$ cat src/rtl/lv_reg_acc_arb.sv
// Purpose: CRC-8 over a parallel data word, evaluated MSB first, init 0, polynomial POLY.
// Latency: purely combinational, no clock.
// Backpressure: none; the output follows the input in the same cycle.
module crc16to8_parallel #(
  parameter int             DW   = 16,
  parameter int             CW   = 8,
  parameter logic [CW-1:0]  POLY = 'h07
) (
  input  logic [DW-1:0] data_in,
  output logic [CW-1:0] crc_out
);

  logic [CW-1:0] crc_v;
  logic          fb;

  // Bit-serial LFSR unrolled over the whole input word.
  always_comb begin
    crc_v = '0;
    fb    = 1'b0;
    for (int i = DW - 1; i >= 0; i--) begin
      fb    = crc_v[CW-1] ^ data_in[i];
      crc_v = {crc_v[CW-2:0], 1'b0} ^ (fb ? POLY : '0);
    end
    crc_out = crc_v;
  end

endmodule

// Purpose: arbitrate SPI and watchdog-scan accesses onto one register-file port, keep CRC shadows of scanned registers.
// Latency: write ack after 3 edges from first sampled request, read ack after 4; one DONE cycle between grants.
// Backpressure: requests are levels held until ack; the loser of a conflict waits, grants alternate round-robin.
module lv_reg_acc_arb #(
  parameter int                          REG_AW       = 7,
  parameter int                          REG_DW       = 8,
  parameter int                          REG_CRC_W    = 8,
  parameter logic [5:0][REG_CRC_W-1:0]   SCAN_RST_CRC = '0
) (
  input  logic                 i_clk,
  input  logic                 i_rst_n,
  input  logic                 i_spi_req,
  input  logic                 i_spi_wr,
  input  logic [REG_AW-1:0]    i_spi_addr,
  input  logic [REG_DW-1:0]    i_spi_wdata,
  output logic                 o_spi_ack,
  output logic [REG_DW-1:0]    o_spi_rdata,
  input  logic                 i_wdg_scan_rd_req,
  input  logic [REG_AW-1:0]    i_wdg_scan_addr,
  output logic                 o_wdg_scan_ack,
  output logic [REG_DW-1:0]    o_wdg_scan_data,
  output logic [REG_CRC_W-1:0] o_wdg_scan_crc,
  output logic                 o_rf_en,
  output logic                 o_rf_wr,
  output logic [REG_AW-1:0]    o_rf_addr,
  output logic [REG_DW-1:0]    o_rf_wdata,
  input  logic [REG_DW-1:0]    i_rf_rdata,
  output logic                 o_rac_busy
);

  localparam int NSCAN = 6;
  // Scanned register addresses, index 0 in the low bits.
  localparam logic [NSCAN*7-1:0] SCAN_ADDR = {7'h30, 7'h0B, 7'h09, 7'h03, 7'h02, 7'h01};

  typedef enum logic [2:0] {IDLE, ACC, WAIT, RSP, DONE} state_t;

  state_t                            state;
  state_t                            state_nxt;
  logic                              grant_scan;
  logic                              last_grant_scan;
  logic                              spi_win;
  logic                              any_req;
  logic                              scan_hit;
  logic [2:0]                        scan_idx;
  logic [NSCAN-1:0][REG_CRC_W-1:0]   shadow;
  logic [REG_CRC_W-1:0]              crc16to8_out;

  assign any_req    = i_spi_req || i_wdg_scan_rd_req;
  // SPI wins when alone, or on a conflict when scan had the previous grant.
  assign spi_win    = i_spi_req && (!i_wdg_scan_rd_req || last_grant_scan);
  assign o_rac_busy = (state != IDLE);

  crc16to8_parallel #(
    .DW (1 + REG_AW + REG_DW),
    .CW (REG_CRC_W)
  ) u_crc (
    .data_in ({1'b1, o_rf_addr, o_rf_wdata}),
    .crc_out (crc16to8_out)
  );

  // Map the current register-file address onto a shadow slot, if it is scanned.
  always_comb begin
    scan_hit = 1'b0;
    scan_idx = '0;
    for (int i = 0; i < NSCAN; i++) begin
      if (o_rf_addr == REG_AW'(SCAN_ADDR[i*7 +: 7])) begin
        scan_hit = 1'b1;
        scan_idx = 3'(i);
      end
    end
  end

  // State register.
  always_ff @(posedge i_clk or negedge i_rst_n) begin
    if (!i_rst_n) state <= IDLE;
    else          state <= state_nxt;
  end

  // Next-state: writes skip WAIT since there is no read data to collect.
  always_comb begin
    state_nxt = state;
    case (state)
      IDLE:    if (any_req) state_nxt = ACC;
      ACC:     state_nxt = o_rf_wr ? RSP : WAIT;
      WAIT:    state_nxt = RSP;
      RSP:     state_nxt = DONE;
      DONE:    state_nxt = IDLE;
      default: state_nxt = IDLE;
    endcase
  end

  // Grant capture, register-file strobes, shadow update, read capture and ack pulses.
  always_ff @(posedge i_clk or negedge i_rst_n) begin
    if (!i_rst_n) begin
      grant_scan      <= 1'b0;
      last_grant_scan <= 1'b1;
      o_rf_en         <= 1'b0;
      o_rf_wr         <= 1'b0;
      o_rf_addr       <= '0;
      o_rf_wdata      <= '0;
      o_spi_ack       <= 1'b0;
      o_spi_rdata     <= '0;
      o_wdg_scan_ack  <= 1'b0;
      o_wdg_scan_data <= '0;
      o_wdg_scan_crc  <= '0;
      shadow          <= SCAN_RST_CRC;
    end else begin
      o_rf_en        <= 1'b0;
      o_rf_wr        <= 1'b0;
      o_spi_ack      <= 1'b0;
      o_wdg_scan_ack <= 1'b0;
      case (state)
        IDLE: begin
          if (any_req) begin
            grant_scan      <= !spi_win;
            last_grant_scan <= !spi_win;
            o_rf_en         <= 1'b1;
            o_rf_wr         <= spi_win && i_spi_wr;
            o_rf_addr       <= spi_win ? i_spi_addr  : i_wdg_scan_addr;
            o_rf_wdata      <= spi_win ? i_spi_wdata : '0;
          end
        end
        ACC: begin
          if (o_rf_wr && scan_hit) shadow[scan_idx] <= crc16to8_out;
        end
        WAIT: begin
          if (grant_scan) begin
            o_wdg_scan_data <= i_rf_rdata;
            o_wdg_scan_crc  <= scan_hit ? shadow[scan_idx] : '0;
          end else begin
            o_spi_rdata     <= i_rf_rdata;
          end
        end
        RSP: begin
          if (grant_scan) o_wdg_scan_ack <= 1'b1;
          else            o_spi_ack      <= 1'b1;
        end
        default: ;
      endcase
    end
  end

endmodule

$ cat config.mk
export PLATFORM = sky130hd
export DESIGN_NAME = lv_reg_acc_arb
export DESIGN_NICKNAME = d
export VERILOG_FILES = /design/src/rtl/lv_reg_acc_arb.sv
export SDC_FILE = /design/constraint.sdc
export NUM_CORES = 1
export LEC_CHECK = 0
export BUFFER_PORTS_ARGS = -buffer_cell sky130_fd_sc_hd__buf_2
export CAP_MARGIN = 15
export CORE_MARGIN = 2
export CORE_UTILIZATION = 51
export CTS_CLUSTER_SIZE = 8
export DETAILED_ROUTE_END_ITERATION = 16
export PLACE_DENSITY = 0.83
export SYNTH_ARGS = -nofsm -noshare
export SYNTH_HDL_FRONTEND = slang
export SYNTH_SLANG_ARGS = --single-unit
$ cat constraint.sdc
create_clock -name i_clk -period 2.2 [get_ports i_clk]
set_input_delay 0.44 -clock i_clk [delete_from_list [all_inputs] [get_ports i_clk]]
set_output_delay 0.44 -clock i_clk [all_outputs]
set_load 0.1 [all_outputs]
Word-level counts from Yosys, hierarchy flattened:

Cells that the tools add are included.

* register bits after elaboration: 96
* bits of input ports: 35
* output and inout bits: 44
* logic and storage cells: 119

* magnitude comparators: 2
* eq/ne operators: 10
* muxes and demuxes: 45
* bitwise operators: 30
* reductions and logical operators: 14

Operator list (number)
* $xor A8 B8 Y8: 13
* $mux W3: 20
* $bwmux W48: 1
* $mux W8: 4
* $bmux W8 S3: 1
* $demux W8 S3: 1
* $mux W1: 16
* $eq A7 B2 Y1 const B: 2
* $eq A7 B4 Y1 const B: 2
* $xor A1 B1 Y1: 13
* $pmux W3 S4: 1
* $reduce_and A2 Y1: 4
* $xor A8 B3 Y8: 1
* $eq A7 B1 Y1 const B: 1
* $eq A7 B6 Y1 const B: 1
* $mux W7: 1
* $eq A3 B2 Y1 const B: 2
* $logic_and A1 B1 Y1: 4
* $lt A3 B4 Y1 const B: 1
* $eq A3 B1 Y1 const B: 1
* $ge A3 B1 Y1 const B: 1
* $logic_not A3 Y1: 1
* $not A3 Y3: 1
* $reduce_bool A3 Y1: 1
* 5 further kinds: 7

Depth between registers and ports, before layout:

Gate-level depths: netlist of run 1.

* depth after elaboration: 43
* depth in mapped cells: 9
* gate-level depth less buffers: 7

By module:

From an unflattened synthesis of run 1, not the netlist that was laid out.

* cells, all modules: 384
* area total of the unflattened synthesis: 4678.2 um^2

Modules (own cells, without submodules)
* lv_reg_acc_arb: times used 1, cells each 355, area each 4329.2 um^2, sequential area each 2403.6 um^2
* crc16to8_parallel: times used 1, cells each 29, area each 349.1 um^2, sequential area each 0.0 um^2

Worst setup path after synthesis of run 1:

OpenSTA, ideal clock, no wires.

* path kind: flip-flop to flip-flop
* from: reg o_rf_addr[5]
* to: reg shadow[1] (netlist bit)
* library setup time: 0.125 ns
* arrival time: 2.811 ns
* required time: 2.075 ns
* path slack: -0.736 ns
* stages on the path, launching flop included: 9
* buffers on the path: 1
* clock period less this slack: 2.936 ns
* cells stage by stage: dfrtp_1 -> inv_1 -> ha_1 -> nor2b_1 -> nand3_1 -> o211ai_1 -> or3b_1 -> buf_4 -> mux2_4

* word-level cells in the longest chain between the ends: 21
* elaborated cells on any way between the ends: 49
* those cells by class: order compare: 2; eq/ne: 6; mux: 19; bitwise: 19; reduce/logical: 3

Ends and longest elaborated chain
* start, declared: RTL line 53 `output logic [REG_AW-1:0] o_rf_addr,`
* start signal, assigned: RTL line 147 `o_rf_addr <= spi_win ? i_spi_addr : i_wdg_scan_addr;`
* $xor A1 B1 Y1: RTL line 21 `fb = crc_v[CW-1] ^ data_in[i];`
* $mux W3: RTL line 22 `crc_v = {crc_v[CW-2:0], 1'b0} ^ (fb ? POLY : '0);`
* $xor A8 B8 Y8 (6 in a row): RTL line 22
* $xor A1 B1 Y1 / $xor A8 B8 Y8 (equally long branches): RTL line 21, 22
* $mux W3 / $xor A1 B1 Y1 (equally long branches): RTL line 22, 21
* $xor A8 B8 Y8 / $mux W3 (equally long branches): RTL line 22
* $xor A8 B8 Y8 (5 in a row): RTL line 22
* $xor A1 B1 Y1 / $xor A8 B8 Y8 (equally long branches): RTL line 21, 22
* $mux W3 / $xor A1 B1 Y1 (equally long branches): RTL line 22, 21
* $xor A8 B8 Y8 / $mux W3 (equally long branches): RTL line 22
* $xor A8 B3 Y8: RTL line 22
* $bwmux W48: RTL line 152 `if (o_rf_wr && scan_hit) shadow[scan_idx] <= crc16to8_out;`
* end signal, assigned by index: RTL line 152
* end, declared: RTL line 73 `logic [NSCAN-1:0][REG_CRC_W-1:0] shadow;`

Several ways; a longest one is shown, not always the timed one.
A chain may end at the register's enable or synchronous reset.

Final worst setup path of run 1:

* from: reg o_rf_addr[5]
* to: reg shadow[3] (netlist bit)

* word-level cells in the longest chain between the ends: 21
* elaborated cells on any way between the ends: 45
* those cells by class: order compare: 2; eq/ne: 6; mux: 17; bitwise: 17; reduce/logical: 3

Ends and longest elaborated chain (RTL line)
* $xor A1 B1 Y1: 21
* $mux W3: 22
* $xor A8 B8 Y8 (6 in a row): 22
* $xor A1 B1 Y1: 21
* $mux W3: 22
* $xor A8 B8 Y8 (6 in a row): 22
* $xor A1 B1 Y1: 21
* $mux W3: 22
* $xor A8 B8 Y8: 22
* $xor A8 B3 Y8: 22
* $bwmux W48: 152

Several ways; a longest one is shown, not always the timed one.

==> results of run 1 <==
## final cells by class
cell class / count / area [um^2]
inverter: 16 / 65.1
multi-input combinational: 278 / 2130
sequential: 96 / 2430
fill: 668 / 3030
tap: 108 / 135
clock buffer: 9 / 124
timing repair buffer: 117 / 701
clock inverter: 7 / 98.8
## per-layer routing
layer  share of wire (%)  track usage [%]  vias up
li1                    -                -     1630
met1                  41             28.8     1726
met2                  51             37.0      104
met3                 5.3             6.03       25
met4                 2.6             10.0        0
met5                   0                0        -
## how the worst max path moves through the flow
stage / startpoint / to / depth (start not counted)
final: o_rf_addr[5]$_DFFE_PN0P_ / shadow[3]$_DFFE_PN0P_ / 6
after global routing: o_rf_addr[6]$_DFFE_PN0P_ / shadow[43]$_DFFE_PN0P_ / 5
after CTS: o_rf_addr[2]$_DFFE_PN0P_ / shadow[12]$_DFFE_PN0P_ / 7
after detailed placement: o_rf_addr[5]$_DFFE_PN0P_ / shadow[3]$_DFFE_PN0P_ / 7
after global placement: o_rf_addr[5]$_DFFE_PN0P_ / shadow[7]$_DFFE_PN0P_ / 6
after floorplan: o_rf_addr[3]$_DFFE_PN0P_ / shadow[1]$_DFFE_PN0P_ / 8
## placed cells by master (no fill, tap or decap), types with 4 or more instances in the layout
| cell type | instances |
|---|---|
| dfrtp_1 | 84 |
| buf_2 | 77 |
| nand2_1 | 55 |
| mux2_2 | 38 |
| buf_4 | 38 |
| o21ai_0 | 34 |
| xnor2_1 | 21 |
| mux2i_1 | 13 |
| inv_1 | 12 |
| nor2_1 | 10 |
| nor2b_1 | 9 |
| clkbuf_8 | 9 |
| o22ai_1 | 8 |
| xor2_1 | 8 |
| dfrtp_4 | 7 |
| a21oi_1 | 6 |
| mux2_4 | 6 |
| nor3_1 | 5 |
| a211oi_1 | 5 |
| o211ai_1 | 4 |
| o41ai_1 | 4 |
| dfrtp_2 | 4 |
## kinds of logic (layout without fill, tap and decap cells)
kind of cell	count (synthesis)	count (layout)	synth area share (%)
and+or+nand+nor	105	105	11.0
DFF	96	96	52.3
AOI/OAI and AO/OA	77	77	10.4
muxes	57	57	14.0
buffers and inverters	36	149	3.24
xor gates and xnor gates	35	35	7.92
adders and majority gates	4	4	1.09
## registers in the layout (all words and copies together), names as in the netlist
register	cells
o_spi_rdata	8
shadow	48
state	3
o_rf_wr	1
o_rf_en	1
last_grant_scan	1
o_wdg_scan_crc	8
o_wdg_scan_ack	1
o_rf_addr	7
o_wdg_scan_data	8
o_spi_ack	1
grant_scan	1
o_rf_wdata	8
## Yosys cell counts, types with 6 or more instances
library cell | n | share of area [%]
nand2_1 | 56 | 4.6
xor2_1 | 8 | 1.5
dfrtp_1 | 95 | 52
a21oi_1 | 7 | 0.76
xnor2_1 | 21 | 4.0
mux2i_1 | 13 | 2.8
clkbuf_1 | 12 | 0.98
nor3_1 | 6 | 0.65
o22ai_1 | 8 | 1.1
o21ai_0 | 35 | 3.8
inv_1 | 16 | 1.3
mux2_2 | 39 | 9.6
nor2_1 | 10 | 0.82
nor2b_1 | 10 | 1.4
## what timing repair did
item / CTS / global route
buffers inserted: 0 / 4
resized for setup: 5 / 8
endpoints found under the setup margin: 24 / 28
endpoints found under the hold margin: 23 / 0
pin swaps: 0 / 6
hold buffers: 1 / 0
## per-stage QoR
| stage | std cells | area, um^2 | setup TNS (ns) | util (%) | setup slack (ns) |
|---|---|---|---|---|---|
| global placement | 610 | 5370 | 0 | 61.6 | 0.0207 |
| detailed placement | 610 | 5370 | -0.771 | 61.6 | -0.0799 |
| finish | 631 | 5690 | 0 | 65.2 | 0.0536 |
| global route | 631 | 5690 | -0.298 | 65.2 | -0.0334 |
| floorplan | 410 | 4670 | -0.680 | - | -0.0706 |
| CTS | 627 | 5620 | 0 | 64.4 | 0.000168 |
==> run summary, run 1 <==
Vias -> 3485
Die Width -> 98.9 um
Max Slew Vio Count -> 0
Family with the most delay on the worst path -> simple AND/OR/NAND/NOR gates
Cell chain of the critical path -> inv_4, ha_2, nand3b_1, nor3_4, or3b_4, mux2_4
Cts bufs inserted -> 9
CTS root buffer -> clkbuf_8
Leading register cell type out of synthesis -> dfrtp_1
Status -> completed
DR vias/cell -> 5.52
# diodes -> 0
Buffers on Ports -> 78
WHS Endpoint -> last_grant_scan$_DFFE_PN1P_
CP max-delay cell -> dfrtp_4
Initial Util -> 52.7%
Worst min-delay path class -> primary input to flop
Min Tclk post-route -> 2.15 ns
Clock-pin slew on the worst setup and hold paths -> 0.10 ns
Iteration-0 DRC Markers -> 148
Die Area -> 0.00979 mm^2
WP buf/inv -> 1
Antenna Violating Nets Remaining -> 0
Total Routing Usage GR -> 22.8%
Synthesized area per cell -> 11.2 um^2
Routed WL -> 10.6 mm
Cell Area, Synth -> 0.00460 mm^2
Tcrit/Tclk final -> 97.6%
Worst Hold Path Cells -> 2
Reg2reg path depth -> 6
Crit path DAT -> 2.40 ns
Critical path launch point type -> flop
I/O Pins -> 79
Grt ovf -> 0
Setup CP Type -> flop to flop
Library cells used by synthesis -> 50
Number of global-route vias before repair -> 3576
Clock buffer depth -> 2
Number of flops mapped to enable cells by yosys -> 0
Clock Skew -> 0.0105 ns
Worst setup EP type -> flop
Setup violators final -> 0
FMAX -> 466 MHz
R2r startpoint -> o_rf_addr[5]$_DFFE_PN0P_
RSZ-0062 raised after global routing -> true
Ys Warns -> 0
Crit-path max FO -> 8
Max-slew headroom -> 67.2%
First-pass GRT wire length -> 17.6 mm
Hold Vio Cnt, Final -> 0
Layout area overhead -> 23.8%
FP Rows -> 34
DRC -> 0
H-tree depth -> 3
Number of sinks driven by the clock tree -> 96
Register area share after synthesis -> 52.3%
Post-Synthesis Cells -> 410
Post-DP HPWL -> 7.90 mm
Critical hold path startpoint -> i_spi_req
Layout cell share with drive strength beyond 1 -> 40.7%
Drt wl/cell -> 16.7 um
Core Box Area -> 0.00872 mm^2
CP Data Required Time -> 2.46 ns
FF+latch count, synth -> 96
Synthesized net count -> 449
Max_cap viols -> 0
Largest net degree at the start of global routing -> 45
Detailed-router iteration count before antenna repair -> 7
Worst-Margin Slew -> 0.496 ns
Height of the die -> 98.9 um
Routability congestion estimate -> 0.902
CTS tree -> yes
Initial antenna violation count -> 0
Worst hold slack -> 0.272 ns
Worst reg2reg setup slack -> 0.05 ns
Final #Nets -> 557
Slowest cell delay on critical path -> 0.52 ns
Post-synthesis async set-or-reset flop share -> 100%
Clk_lat worst skew -> 0.37 ns
RR Endpoint -> shadow[3]$_DFFE_PN0P_
Power of run 1 is left out: the tool's default activity adds up to more than one toggle a clock period on the data nets, which glitch-free logic cannot reach.
==> run 2, diff against run 1 <==
==> constraint.sdc (replaced) <==
create_clock -name i_clk -period 2.2 [get_ports i_clk]
set_input_delay 0 -clock i_clk [delete_from_list [all_inputs] [get_ports i_clk]]
set_output_delay 0 -clock i_clk [all_outputs]
set_load 0.1 [all_outputs]
==> run summary, run 2 (synthesis gave the netlist of run 1 again) <==
Routed WL -> 11.3 mm (+7.4%)
First-pass GRT wire length -> 18.6 mm (+5.4%)
Drt wl/cell -> 17.1 um (+1.9%)
Initial antenna violation count -> 0 (unchanged)
Number of global-route vias before repair -> 3860 (+7.9%)
Cell chain of the critical path -> inv_4, ha_2, nand3b_1, nor3_2, or3b_4, mux2_4
Worst setup EP type -> flop
Min Tclk post-route -> 2.18 ns (+0.0364 ns)
Top reg by flops -> shadow
Vias -> 3680 (+5.6%)
Detailed-router iteration count before antenna repair -> 5 (-2)
Post-DP HPWL -> 7.69 mm (-2.7%)
Reg2reg path depth -> 6 (unchanged)
Iteration-0 DRC Markers -> 218 (+47%)
Number of sinks driven by the clock tree -> 96 (unchanged)
Max_cap viols -> 0 (unchanged)
Clock-pin slew on the worst setup and hold paths -> 0.10 ns (about the same)
Setup violators final -> 0 (unchanged)
Grt ovf -> 0 (unchanged)
Buffers on Ports -> 78 (unchanged)
I/O Pins -> 79 (unchanged)
WP buf/inv -> 1 (unchanged)
RR Endpoint -> shadow[1]$_DFFE_PN0P_
Largest net degree at the start of global routing -> 62 (+38%)
Total Routing Usage GR -> 23.9% (+1.1 points)
CTS root buffer -> clkbuf_8
Slowest cell delay on critical path -> 0.51 ns (about the same)
H-tree depth -> 3 (unchanged)
Crit-path max FO -> 8 (unchanged)
Layout area overhead -> 30.7%
Max FFs per register -> 48 (unchanged)
Max-slew headroom -> 47.1% (-20 points)
CP Data Required Time -> 2.47 ns (about the same)
Tcrit/Tclk final -> 99.2% (+1.7 points)
Die Area -> 0.00979 mm^2 (unchanged)
Antenna Violating Nets Remaining -> 0 (unchanged)
Clock buffer depth -> 2 (unchanged)
Setup WS post-layout -> 0.0171 ns (-0.0364 ns)
Cts bufs inserted -> 9 (unchanged)
Family with the most delay on the worst path -> simple AND/OR/NAND/NOR gates
Final #Nets -> 591 (+6.1%)
CTS tree -> yes
DR vias/cell -> 5.53 (+0.20%)
Commonest non-fill, non-tap cell in the layout -> dfrtp_1
# diodes -> 0 (unchanged)
Routability congestion estimate -> 0.895 (-0.78%)
Setup CP Type -> flop to flop
Initial Util -> 52.7% (unchanged)
Height of the die -> 98.9 um (unchanged)
Worst hold slack -> 0.221 ns (-0.0514 ns)
Layout cell share with drive strength beyond 1 -> 38.6% (-2.1 points)
DRC -> 0 (unchanged)
Crit path DAT -> 2.45 ns (+0.05 ns)
Worst reg2reg setup slack -> 0.02 ns (-0.04 ns)
Most frequent cells in the layout -> dfrtp_1 (84), buf_2 (77), nand2_1 (54)
Place WS -> -0.123 ns (-0.0431 ns)
Worst min-delay path class -> primary input to async pin
Status -> completed
R2r startpoint -> o_rf_addr[5]$_DFFE_PN0P_
Critical path launch point type -> flop
Hold Vio Cnt, Final -> 0 (unchanged)
FP Rows -> 34 (unchanged)
Clk_lat worst skew -> 0.38 ns (about the same)
Clock Skew -> 0.00805 ns (-0.00242 ns)
Die Width -> 98.9 um (unchanged)
Max Slew Vio Count -> 0 (unchanged)
Core Box Area -> 0.00872 mm^2 (unchanged)
Worst-Margin Slew -> 0.794 ns (+0.298 ns)
CP max-delay cell -> dfrtp_4
FMAX -> 458 MHz (-1.7%)
==> run 2: cell types whose count changed in the layout (fill, tap and decap cells not counted), sizes merged <==
cell and delta:
dlygate4sd3 +34, inv +1, clkinvlp +1, bufinv -2
==> run 2: worst max path at each step <==
stage          slack (ns)                startpoint  depth (start not counted)                     end
6_report             0.02  o_rf_addr[5]$_DFFE_PN0P_                          6   shadow[1]$_DFFE_PN0P_
5_1_grt             -0.06  o_rf_addr[5]$_DFFE_PN0P_                          6   shadow[6]$_DFFE_PN0P_
3_5_place_dp        -0.12  o_rf_addr[5]$_DFFE_PN0P_                          7   shadow[3]$_DFFE_PN0P_
4_1_cts              0.02  o_rf_addr[5]$_DFFE_PN0P_                          6  shadow[17]$_DFFE_PN0P_
2_1_floorplan       -0.07  o_rf_addr[3]$_DFFE_PN0P_                          8   shadow[1]$_DFFE_PN0P_
3_3_place_gp         0.02  o_rf_addr[4]$_DFFE_PN0P_                          6   shadow[1]$_DFFE_PN0P_
==> run 2: cell type report <==
| type | instances | area [um^2] |
|---|---|---|
| clock buffers | 9 | 124 |
| clock inverters | 7 | 71.3 |
| fillers | 567 | 2720 |
| inverters | 16 | 65.1 |
| multi-input cells | 278 | 2130 |
| flip-flops and latches | 96 | 2430 |
| well taps | 108 | 135 |
| repair buffers | 151 | 1040 |
==> run 2: per-layer routing <==
layer / GRT usage [%] / vias up / wire length (um)
met2: 41.7 / 123 / 5940
li1: - / 1709 / -
met1: 29.1 / 1821 / 4580
met5: 0 / - / 0
met3: 5.04 / 27 / 563
met4: 9.06 / 0 / 261
==> run 2: timing repair <==
action | 4_1_cts | 5_1_grt
setup buffers | 0 | 3
pin swaps | 0 | 5
resized for setup | 4 | 10
cloned | 0 | 0
endpoints found under the hold margin | 92 | 0
setup endpoints to repair | 20 | 27
hold buffers | 35 | 0
==> run 2: stage by stage <==
stage,TNS (ns),instances,area (um^2),util (%)
floorplan,-0.680,410,4670,-
global placement,0,611,5380,61.7
detailed placement,-0.903,611,5380,61.7
CTS,0,662,5940,68.1
global route,-0.297,665,6010,68.9
finish,0,665,6010,68.9
Power of run 2 is left out for the same reason.
==> run 3, diff against run 2 <==
--- a/config.mk
+++ b/config.mk
@@ -11,7 +11,7 @@
 export CORE_UTILIZATION = 51
 export CTS_CLUSTER_SIZE = 8
 export DETAILED_ROUTE_END_ITERATION = 16
-export PLACE_DENSITY = 0.83
+export PLACE_DENSITY_LB_ADDON = 0.05
 export SYNTH_ARGS = -nofsm -noshare
 export SYNTH_HDL_FRONTEND = slang
 export SYNTH_SLANG_ARGS = --single-unit
==> run summary, run 3 (synthesis gave the netlist of run 1 again) <==
Clk_lat worst skew -> 0.36 ns (-0.02 ns)
Worst reg2reg setup slack -> 0.07 ns (+0.06 ns)
Slowest cell delay on critical path -> 0.52 ns (about the same)
Placed cell count -> 615 (+0.65%)
Status -> completed
Hold Vio Cnt, Final -> 0 (unchanged)
Height of the die -> 98.9 um (unchanged)
Worst-Margin Slew -> 1.02 ns (+0.225 ns)
Clock buffer depth -> 2 (unchanged)
Place WS -> -0.00448 ns (+0.119 ns)
Initial Util -> 52.7% (unchanged)
CTS tree -> yes
R2r startpoint -> o_rf_addr[4]$_DFFE_PN0P_
Routability congestion estimate -> 0.882 (-1.5%)
CP Launch Point -> o_rf_addr[4]$_DFFE_PN0P_
Iteration-0 DRC Markers -> 117 (-46%)
CTS root buffer -> clkbuf_8
Fillers -> 654 (+15%)
Vias -> 3565 (-3.1%)
Setup TNS -> 0 ns (unchanged)
Drt wl/cell -> 16.5 um (-3.1%)
Antenna Violating Nets Remaining -> 0 (unchanged)
Min Tclk post-route -> 2.13 ns (-0.0572 ns)
Setup WS post-layout -> 0.0743 ns (+0.0572 ns)
FP Rows -> 34 (unchanged)
Initial antenna violation count -> 0 (unchanged)
Crit-path max FO -> 8 (unchanged)
Max Slew Vio Count -> 0 (unchanged)
Clock-pin slew on the worst setup and hold paths -> 0.10 ns (about the same)
Buffers on Ports -> 78 (unchanged)
Die Area -> 0.00979 mm^2 (unchanged)
DR vias/cell -> 5.31 (-4.1%)
First-pass GRT wire length -> 18.5 mm (-0.18%)
Die Width -> 98.9 um (unchanged)
Final #Nets -> 598 (+1.2%)
I/O Pins -> 79 (unchanged)
Core Box Area -> 0.00872 mm^2 (unchanged)
# diodes -> 0 (unchanged)
DRC -> 0 (unchanged)
Max FFs per register -> 48 (unchanged)
CP Data Required Time -> 2.45 ns (-0.02 ns)
Total Routing Usage GR -> 24.0% (+0.044 points)
FMAX -> 470 MHz (+2.7%)
Post-DP HPWL -> 7.67 mm (-0.22%)
Top reg by flops -> shadow
Commonest non-fill, non-tap cell in the layout -> dfrtp_1
Detailed-router iteration count before antenna repair -> 4 (-1)
Tcrit/Tclk final -> 96.6% (-2.6 points)
Layout cell share with drive strength beyond 1 -> 39.4% (+0.76 points)
Critical path launch point type -> flop
Worst setup EP type -> flop
Most frequent cells in the layout -> dfrtp_1 (84), buf_2 (77), nand2_1 (55)
Critical hold path startpoint -> i_wdg_scan_rd_req
Register area -> 0.00243 mm^2 (unchanged)
Cts bufs inserted -> 9 (unchanged)
H-tree depth -> 3 (unchanged)
Routed WL -> 11.1 mm (-2.1%)
Max-slew headroom -> 32.1% (-15 points)
Crit path DAT -> 2.38 ns (-0.07 ns)
Number of global-route vias before repair -> 3652 (-5.4%)
Cell chain of the critical path -> ha_1, nor2b_4, nand2_2, o211ai_1, or3b_4, buf_12, mux2_4
Number of sinks driven by the clock tree -> 96 (unchanged)
Layout Cells excl Fill -> 672 (+1.1%)
Setup CP Type -> flop to flop
Max_cap viols -> 0 (unchanged)
Setup violators final -> 0 (unchanged)
Worst min-delay path class -> primary input to flop
Grt ovf -> 0 (unchanged)
Clock Skew -> 0.0139 ns (+0.00581 ns)
Family with the most delay on the worst path -> simple AND/OR/NAND/NOR gates
Largest net degree at the start of global routing -> 60 (-3.2%)
WP buf/inv -> 1 (unchanged)
Multi-input logic area -> 0.00215 mm^2 (+0.88%)
CP max-delay cell -> dfrtp_4
Layout area overhead -> 33.1%
## run 3: cell type report
type,instances,share of cell area (%)
inverters,16,1.15
flip-flops and latches,96,39.8
well taps,108,2.21
clock inverters,5,1.06
clock buffers,11,2.31
multi-input cells,278,35.2
repair buffers,158,18.2
## run 3: final timing paths
check,end,cells past startpoint
max,shadow[4]$_DFFE_PN0P_,7
min,grant_scan$_DFFE_PN0P_,3
max reg2reg,shadow[4]$_DFFE_PN0P_,7
min reg2reg,shadow[29]$_DFFE_PN0P_,2
max in group asynchronous,shadow[26]$_DFFE_PN0P_,3
min in group asynchronous,o_wdg_scan_data[6]$_DFFE_PN0P_,2
## run 3: layer usage
| layer | vias up | wire length [um] | GRT usage (%) | share of wire [%] |
|---|---|---|---|---|
| met5 | - | 0 | 0 | 0 |
| met4 | 0 | 155 | 6.85 | 1.4 |
| met2 | 69 | 5650 | 42.0 | 51 |
| met3 | 12 | 357 | 2.91 | 3.2 |
| li1 | 1723 | - | - | - |
| met1 | 1761 | 4950 | 31.4 | 45 |
## run 3: tightest hold or removal path, delay by kind of cell
family	cells	cell delay, ns
AO/OA/AOI/OAI	2	0.24
buffers and inverters	1	0.12
## run 3: repair_timing
item | CTS | global route
hold endpoints to repair | 70 | 0
gates resized for setup | 3 | 18
pin swaps | 0 | 0
setup endpoints to repair | 14 | 34
hold buffers | 34 | 0
setup buffers | 0 | 7
## run 3: metrics by stage
stage / hold slack [ns] / instance area (um^2) / utilization [%]
floorplan: -0.296 / 4670 / -
global placement: 0.0100 / 5420 / 62.2
detailed placement: 0.0144 / 5420 / 62.2
CTS: 0.0205 / 5980 / 68.6
global route: 0.0862 / 6110 / 70.1
finish: 0.0474 / 6110 / 70.1
Power of run 3 is left out for the same reason.
